`config.mk`:
```
export PLATFORM = sky130hd
export DESIGN_NAME = dmem_write_buffer_flat
export DESIGN_NICKNAME = d
export VERILOG_FILES = /design/src/rtl/dmem_write_buffer_pkg.sv /design/src/rtl/dmem_write_buffer_if.sv /design/src/rtl/dmem_write_buffer_fwd_match.sv /design/src/rtl/dmem_write_buffer.sv /design/src/flat_wrapper.sv
export SDC_FILE = /design/constraint.sdc
export NUM_CORES = 1
export LEC_CHECK = 0
export BUFFER_PORTS_ARGS = -buffer_cell sky130_fd_sc_hd__buf_4
export CORE_AREA = 2 2 210 232
export DETAILED_ROUTE_END_ITERATION = 12
export DIE_AREA = 0 0 212 234
export MAX_ROUTING_LAYER = met4
export PLACE_DENSITY = 0.63
export SLEW_MARGIN = 10
export SYNTH_ARGS = -nofsm -noshare
export SYNTH_HDL_FRONTEND = slang
export SYNTH_SLANG_ARGS = --single-unit
```
`constraint.sdc`:
```
create_clock -name clk -period 5.25 [get_ports clk]
set_input_delay 0 -clock clk [delete_from_list [all_inputs] [get_ports clk]]
set_output_delay 0 -clock clk [all_outputs]
set_load 0.01 [all_outputs]
```
`src/rtl/dmem_write_buffer_pkg.sv`:
```
// Shared types and constants for the data-memory store buffer.
package dmem_write_buffer_pkg;

  localparam int unsigned WB_DEPTH_DEFAULT = 4;
  localparam int unsigned WB_AW            = 32;
  localparam int unsigned WB_DW            = 32;

  typedef enum logic {
    WB_IDLE = 1'b0,
    WB_SEND = 1'b1
  } wb_state_t;

  typedef struct packed {
    logic [WB_AW-1:0] addr;
    logic [WB_DW-1:0] data;
  } wb_entry_t;

  // Word-granular address compare; the byte offset bits never take part.
  function automatic logic word_match(input logic [WB_AW-1:0] a,
                                      input logic [WB_AW-1:0] b);
    return a[WB_AW-1:2] == b[WB_AW-1:2];
  endfunction

endpackage

```
`src/rtl/dmem_write_buffer_if.sv`:
```
// Data-memory bus seen by the store buffer: write handshake plus the
// combinational read port used when a load misses the buffer.
interface dmem_write_buffer_if
  import dmem_write_buffer_pkg::*;
#(
  parameter int unsigned AW = WB_AW,
  parameter int unsigned DW = WB_DW
) ();

  logic          bus_wvalid;
  logic [AW-1:0] bus_waddr;
  logic [DW-1:0] bus_wdata;
  logic          bus_wready;
  logic [AW-1:0] bus_raddr;
  logic [DW-1:0] bus_rdata;

  modport master (
    output bus_wvalid, bus_waddr, bus_wdata, bus_raddr,
    input  bus_wready, bus_rdata
  );

  modport slave (
    input  bus_wvalid, bus_waddr, bus_wdata, bus_raddr,
    output bus_wready, bus_rdata
  );

endinterface

```
`src/rtl/dmem_write_buffer_fwd_match.sv`:
```
// Store-to-load forwarding matcher: scans the buffer from the youngest
// entry (tail-1) back to the head and returns the first word-address hit.
module wb_fwd_match
  import dmem_write_buffer_pkg::*;
#(
  parameter  int unsigned DEPTH = WB_DEPTH_DEFAULT,
  localparam int unsigned PW    = $clog2(DEPTH)
) (
  input  wb_entry_t        entries_i [DEPTH],
  input  logic [DEPTH-1:0] valid_i,
  input  logic [PW-1:0]    head_i,
  input  logic [PW-1:0]    tail_i,
  input  logic [WB_AW-1:0] addr_i,
  output logic             hit_o,
  output logic [WB_DW-1:0] data_o
);

  logic [PW-1:0] idx;
  logic          done;

  // Youngest-first priority search, stopping once the head has been examined.
  always_comb begin
    hit_o  = 1'b0;
    data_o = '0;
    done   = 1'b0;
    idx    = tail_i;
    for (int unsigned k = 0; k < DEPTH; k++) begin
      idx = idx - PW'(1);
      if (!done && valid_i[idx] && word_match(entries_i[idx].addr, addr_i)) begin
        hit_o  = 1'b1;
        data_o = entries_i[idx].data;
        done   = 1'b1;
      end
      if (idx == head_i) begin
        done = 1'b1;
      end
    end
  end

endmodule

```
`src/rtl/dmem_write_buffer.sv`:
```
// Store buffer between the M stage and data memory: FIFO of full-word
// stores drained over a valid/ready bus, store-to-load forwarding, full
// stall output and fence handshake.
// Optional: define DMEM_WB_COALESCE_EN to merge a store into the youngest
// entry when the word addresses match.
module dmem_write_buffer
  import dmem_write_buffer_pkg::*;
#(
  parameter int unsigned DEPTH = WB_DEPTH_DEFAULT,
  parameter int unsigned AW    = WB_AW,
  parameter int unsigned DW    = WB_DW
) (
  input  logic          clk,
  input  logic          rst,
  input  logic          mem_write_m,
  input  logic [AW-1:0] data_addr_m,
  input  logic [DW-1:0] write_data_m,
  output logic [DW-1:0] read_data_m,
  output logic          full,
  input  logic          fence_req,
  output logic          fence_done,
  output logic          overflow,
  dmem_write_buffer_if.master bus
);

  localparam int unsigned PW = $clog2(DEPTH);
  localparam int unsigned CW = PW + 1;

  wb_entry_t        entry_q [DEPTH];
  wb_entry_t        new_entry;
  logic [PW-1:0]    head_q, head_d;
  logic [PW-1:0]    tail_q, tail_d;
  logic [CW-1:0]    count_q, count_d;
  wb_state_t        state_q, state_d;
  logic             fence_pending_q, fence_pending_d;
  logic             overflow_q, overflow_d;
  logic             push, pop, coalesce;
  logic [DEPTH-1:0] valid;
  logic [PW-1:0]    rel;
  logic [WB_AW-1:0] query_addr;
  logic             fwd_hit;
  logic [WB_DW-1:0] fwd_data;
`ifdef DMEM_WB_COALESCE_EN
  logic [PW-1:0]    tail_prev;
`endif

  // Enqueue/dequeue bookkeeping, overflow and fence tracking.
  always_comb begin
    query_addr = WB_AW'(data_addr_m);
    new_entry  = '{addr: query_addr, data: WB_DW'(write_data_m)};
    full       = (count_q == CW'(DEPTH));
    // Pop is taken from the registered state so the handshake never loops
    // back through the bus outputs driven by the FSM process.
    pop        = (state_q == WB_SEND) && bus.bus_wready;
`ifdef DMEM_WB_COALESCE_EN
    tail_prev  = tail_q - PW'(1);
    // A lone entry already on the bus must not change under the master.
    coalesce   = mem_write_m && (count_q != '0)
                 && word_match(entry_q[tail_prev].addr, query_addr)
                 && !((count_q == CW'(1)) && (state_q == WB_SEND));
`else
    coalesce   = 1'b0;
`endif
    push       = mem_write_m && !coalesce && (!full || pop);
    head_d     = pop  ? head_q + PW'(1) : head_q;
    tail_d     = push ? tail_q + PW'(1) : tail_q;
    count_d    = count_q;
    if (push && !pop) begin
      count_d = count_q + CW'(1);
    end else if (!push && pop) begin
      count_d = count_q - CW'(1);
    end
    overflow_d      = overflow_q | (mem_write_m && !coalesce && full && !pop);
    fence_done      = fence_pending_q && (count_q == '0);
    fence_pending_d = fence_done ? 1'b0 : (fence_pending_q | fence_req);
  end

  // Occupancy mask: slot i is live when its distance from head is below count.
  always_comb begin
    valid = '0;
    rel   = '0;
    for (int unsigned i = 0; i < DEPTH; i++) begin
      rel      = PW'(i) - head_q;
      valid[i] = ({1'b0, rel} < count_q);
    end
  end

  // Drain FSM next state and bus write outputs.
  always_comb begin
    state_d        = state_q;
    bus.bus_wvalid = 1'b0;
    bus.bus_waddr  = AW'(entry_q[head_q].addr);
    bus.bus_wdata  = DW'(entry_q[head_q].data);
    case (state_q)
      WB_IDLE: begin
        if (count_q != '0) begin
          state_d = WB_SEND;
        end
      end
      WB_SEND: begin
        bus.bus_wvalid = 1'b1;
        if (pop && (count_d == '0)) begin
          state_d = WB_IDLE;
        end
      end
      default: state_d = WB_IDLE;
    endcase
  end

  // Drain FSM state register.
  always_ff @(posedge clk) begin
    if (!rst) begin
      state_q <= WB_IDLE;
    end else begin
      state_q <= state_d;
    end
  end

  // Pointer, count, fence and sticky overflow registers.
  always_ff @(posedge clk) begin
    if (!rst) begin
      head_q          <= '0;
      tail_q          <= '0;
      count_q         <= '0;
      fence_pending_q <= 1'b0;
      overflow_q      <= 1'b0;
    end else begin
      head_q          <= head_d;
      tail_q          <= tail_d;
      count_q         <= count_d;
      fence_pending_q <= fence_pending_d;
      overflow_q      <= overflow_d;
    end
  end

  // Entry storage; contents are qualified by the occupancy mask, so no reset.
  always_ff @(posedge clk) begin
    if (push) begin
      entry_q[tail_q] <= new_entry;
    end
`ifdef DMEM_WB_COALESCE_EN
    else if (coalesce) begin
      entry_q[tail_prev].data <= new_entry.data;
    end
`endif
  end

  wb_fwd_match #(
    .DEPTH (DEPTH)
  ) u_fwd_match (
    .entries_i (entry_q),
    .valid_i   (valid),
    .head_i    (head_q),
    .tail_i    (tail_q),
    .addr_i    (query_addr),
    .hit_o     (fwd_hit),
    .data_o    (fwd_data)
  );

  // Load return path and remaining outputs.
  always_comb begin
    bus.bus_raddr = data_addr_m;
    read_data_m   = fwd_hit ? DW'(fwd_data) : bus.bus_rdata;
    overflow      = overflow_q;
  end

endmodule

```
`src/flat_wrapper.sv`:
```
// flat-port wrapper written by rule: the top's interface ports become plain ports
module dmem_write_buffer_flat import dmem_write_buffer_pkg::*;
#(
  parameter int unsigned DEPTH = WB_DEPTH_DEFAULT,
  parameter int unsigned AW    = WB_AW,
  parameter int unsigned DW    = WB_DW
)
  (clk, rst, mem_write_m, data_addr_m, write_data_m, read_data_m, full, fence_req, fence_done, overflow, bus_bus_wvalid, bus_bus_waddr, bus_bus_wdata, bus_bus_raddr, bus_bus_wready, bus_bus_rdata);
  dmem_write_buffer_if #(.AW(AW), .DW(DW)) bus_i ();
  input  logic clk;
  input  logic rst;
  input  logic mem_write_m;
  input  logic [AW-1:0] data_addr_m;
  input  logic [DW-1:0] write_data_m;
  output logic [DW-1:0] read_data_m;
  output logic full;
  input  logic fence_req;
  output logic fence_done;
  output logic overflow;
  output wire logic [$bits(bus_i.bus_wvalid)-1:0] bus_bus_wvalid;
  output wire logic [$bits(bus_i.bus_waddr)-1:0] bus_bus_waddr;
  output wire logic [$bits(bus_i.bus_wdata)-1:0] bus_bus_wdata;
  output wire logic [$bits(bus_i.bus_raddr)-1:0] bus_bus_raddr;
  input wire logic [$bits(bus_i.bus_wready)-1:0] bus_bus_wready;
  input wire logic [$bits(bus_i.bus_rdata)-1:0] bus_bus_rdata;
  assign bus_bus_wvalid = bus_i.bus_wvalid;
  assign bus_bus_waddr = bus_i.bus_waddr;
  assign bus_bus_wdata = bus_i.bus_wdata;
  assign bus_bus_raddr = bus_i.bus_raddr;
  assign bus_i.bus_wready = bus_bus_wready;
  assign bus_i.bus_rdata = bus_bus_rdata;
  dmem_write_buffer #(.DEPTH(DEPTH), .AW(AW), .DW(DW)) u_core (.clk(clk), .rst(rst), .mem_write_m(mem_write_m), .data_addr_m(data_addr_m), .write_data_m(write_data_m), .read_data_m(read_data_m), .full(full), .fence_req(fence_req), .fence_done(fence_done), .overflow(overflow), .bus(bus_i));
endmodule
```
==> flow_summary.json <==
{
  "status": "finished clean",
  "die-area_sq_um": 49600,
  "start_util": 0.395,
  "worstMarginPinSlew_ns": 1.15,
  "p_int_uw": 4870,
  "powerDensity_nw_per_um2": 312,
  "crit_top_cell": "buf_4",
  "p_switching_uw": 2110,
  "finalSetupViolations": 0,
  "finalSetupTns_ns": 0,
  "slowest_stage": "ha_4",
  "gp_congestion": 0.918,
  "cp.required_ns": 5.25,
  "irDropWorstVdd_v": 0.000266,
  "avgSynthCellArea_sq_um": 15.0,
  "synth.distinct_cells": 65,
  "seq_area_frac_synth": 0.422,
  "firstDrtPassIters": 5,
  "wirelength_mm": 54.7,
  "clock_latency_ns": 0.58,
  "drt-wirelength-per-cell_um": 25.6,
  "fillers": 4106,
  "grt_setup_unrepaired": "no",
  "coreArea_sq_um": 47400,
  "layout_commonest_cell": "buf_4",
  "cts.sinks": 266,
  "synthFlopType": "edfxtp_1",
  "pwr-share-clk": 0.294,
  "timing.hold.ws_ns": 0.168,
  "p_leak_uw": 0.00727,
  "syn_inst": 1251,
  "cts_max_level": 1,
  "period_share": 0.953,
  "row_count": 84,
  "ys_seq_elements": 266,
  "clock-root-buffer": "clkbuf_16",
  "pwr-share-comb": 0.333,
  "slew_viol_final": 0,
  "sw_frac_of_total": 0.303,
  "netlist_area_sq_um": 18700,
  "cap_viol_max_count": 0,
  "io_buffers": 232,
  "drc": 0,
  "cp_max_fo": 27,
  "dp_hpwl_mm": 35.9,
  "final_hold_viol_count": 0,
  "cp-start-kind": "flip-flop",
  "ant_nets": 0,
  "fin_skew_ns": 0.0102,
  "hold_class": "primary input to flip-flop",
  "io_pins": 233,
  "grt_pass1_vias": 12927,
  "routed_via_density": 6.16,
  "cp-end-kind": "output pin",
  "max_stage_delay_ns": 0.57,
  "path_clk_slew_ns": 0.06,
  "die-width_um": 212,
  "path_cells": "inv_1 -> ha_4 -> buf_12 -> mux4_2 -> xor2_1 -> or4_1 -> nor4_1 -> and4_1 -> buf_4 -> buf_4 -> nor3_1 -> o21ai_1 -> buf_4",
  "layout_common_cells": "buf_4 (259), edfxtp_1 (256), mux4_2 (241), xnor2_1 (104), mux2i_1 (100)",
  "fin_nets": 1580,
  "drive_gt1_frac": 0.381,
  "layout_min_cycle_time_ns": 5.01,
  "final_util": 0.472,
  "dr_total_vias": 13148,
  "antenna_found_initial": 1,
  "die_height_um": 234,
  "async_reset_ff_frac": 0,
  "cts_max_path_buffers": 3,
  "yosys_warnings": 0,
  "worstSetupPathType": "flip-flop to output pin",
  "cts_tree": "yes",
  "synth_nets": 1363,
  "cts_resized": 0,
  "area_delta_synth_final_pct": 19.6,
  "track_usage": 0.224,
  "p_seq_frac": 0.372,
  "grt_pass1_wl_mm": 81.1,
  "gr-total-overflow": 0,
  "cp.arrival_ns": 5.01,
  "grt_max_degree": 93,
  "slew_headroom": 0.234,
  "drtIter0Drc": 1230,
  "max_freq_mhz": 200,
  "numCtsBuffers": 30,
  "synth_edf_count": 256
}
flip-flops by register name (all words and copies together), names as in the netlist:
| name | cells |
|---|---|
| u_core.overflow | 1 |
| u_core.entry_q | 256 |
| u_core.tail_q | 2 |
| u_core.count_q | 3 |
| u_core.fence_pending_q | 1 |
| u_core.state_q | 1 |
| u_core.head_q | 2 |
critical path: cells and delay by family, from the launching register on:
kind	cells	cell delay, ns
DFF	1	0.37
AOI/OAI and AO/OA	1	0.19
xor gates and xnor gates	1	0.15
adders and majority gates	1	0.57
muxes	1	0.32
buffers and inverters	5	1.23
and+or+nand+nor	4	1.58
per-stage QoR:
step / cells / power (uW) / instance area (sq um) / worst slack (ns)
after floorplan: 1251 / 4260 / 18700 / 0.810
after global placement: 2008 / 4910 / 20700 / 0.789
after detailed placement: 2008 / 4930 / 20700 / 0.672
after CTS: 2131 / 7040 / 22300 / 0.0191
after global routing: 2135 / 7280 / 22400 / 0.0611
final: 2135 / 6980 / 22400 / 0.245
cell usage after synthesis, drive strengths merged (3+ instances only):
cell type / count / area share
a211oi: 8 / 0.0032
a21oi: 9 / 0.0024
a221oi: 4 / 0.0019
a22oi: 35 / 0.014
and2: 12 / 0.0040
and4: 3 / 0.0014
buf: 94 / 0.035
clkbuf: 54 / 0.011
dfxtp: 10 / 0.011
edfxtp: 256 / 0.41
ha: 11 / 0.0074
inv: 12 / 0.0024
mux2: 7 / 0.0042
mux2i: 101 / 0.054
mux4: 242 / 0.29
nand2: 20 / 0.0041
nand2b: 4 / 0.0013
nand3: 8 / 0.0021
nand4: 17 / 0.0057
nor2: 9 / 0.0018
nor2b: 35 / 0.012
nor3: 38 / 0.010
nor4: 13 / 0.0043
o2111ai: 3 / 0.0014
o21ai: 39 / 0.010
o221ai: 3 / 0.0014
o22ai: 37 / 0.012
o2bb2ai: 3 / 0.0014
or4: 3 / 0.0014
xnor2: 104 / 0.049
xor2: 23 / 0.011
final cells by class:
type / instances / area (sq um) / share of cell area
diodes: 1 / 2.50 / 0.000112
clock buffers: 42 / 837 / 0.0374
clock inverters: 11 / 106 / 0.00476
inverters: 14 / 52.6 / 0.00235
multi-input cells: 823 / 9930 / 0.444
flip-flops and latches: 266 / 7900 / 0.353
well taps: 645 / 807 / 0.0361
repair buffers: 333 / 2730 / 0.122
power groups by stage:
| stage | sequential [uW] | clock (uW) | combinational [uW] |
|---|---|---|---|
| final | 2600 | 2050 | 2330 |
| after global routing | 2620 | 2180 | 2490 |
| after CTS | 2600 | 2100 | 2350 |
| after detailed placement | 2640 | 0 | 2290 |
| after global placement | 2630 | 0 | 2280 |
| after floorplan | 2590 | 0 | 1670 |
cells by family (layout without fill, tap and decap cells):
family                   count (synthesis)  count (layout)  share of synthesized area
AO/OA/AOI/OAI                          165             165                     0.0607
XOR/XNOR                               127             127                     0.0595
adder cells (fa/ha/maj)                 11              11                    0.00736
buffers and inverters                  162             400                     0.0484
flip-flops                             266             266                      0.422
multiplexers                           350             350                      0.350
other                                    0               1                          0
AND/OR/NAND/NOR                        170             170                     0.0523
metal layers:
layer,share of wire,GRT usage,vias to the layer above
li1,-,-,5610
met1,0.40,0.287,6926
met2,0.50,0.370,533
met3,0.066,0.0363,79
met4,0.025,0.0640,0
met5,0,-,-
what timing repair did:
item                                   in CTS  in global routing
hold buffers                               70                  0
setup endpoints to repair                   0                 20
setup buffers                               0                  3
endpoints found under the hold margin     266                  0
path summary, 6_finish.rpt:
path,start,depth (start not counted),to,slack (ns)
worst max register to register,u_core.tail_q[0],5,u_core.entry_q[12],1.72
worst max-delay path,u_core.tail_q[0],13,read_data_m[13],0.24
worst min-delay path,write_data_m[6],2,u_core.entry_q[134],0.17
worst min register to register,u_core.overflow,2,u_core.overflow,0.54
(Power assumes the default switching activity.)
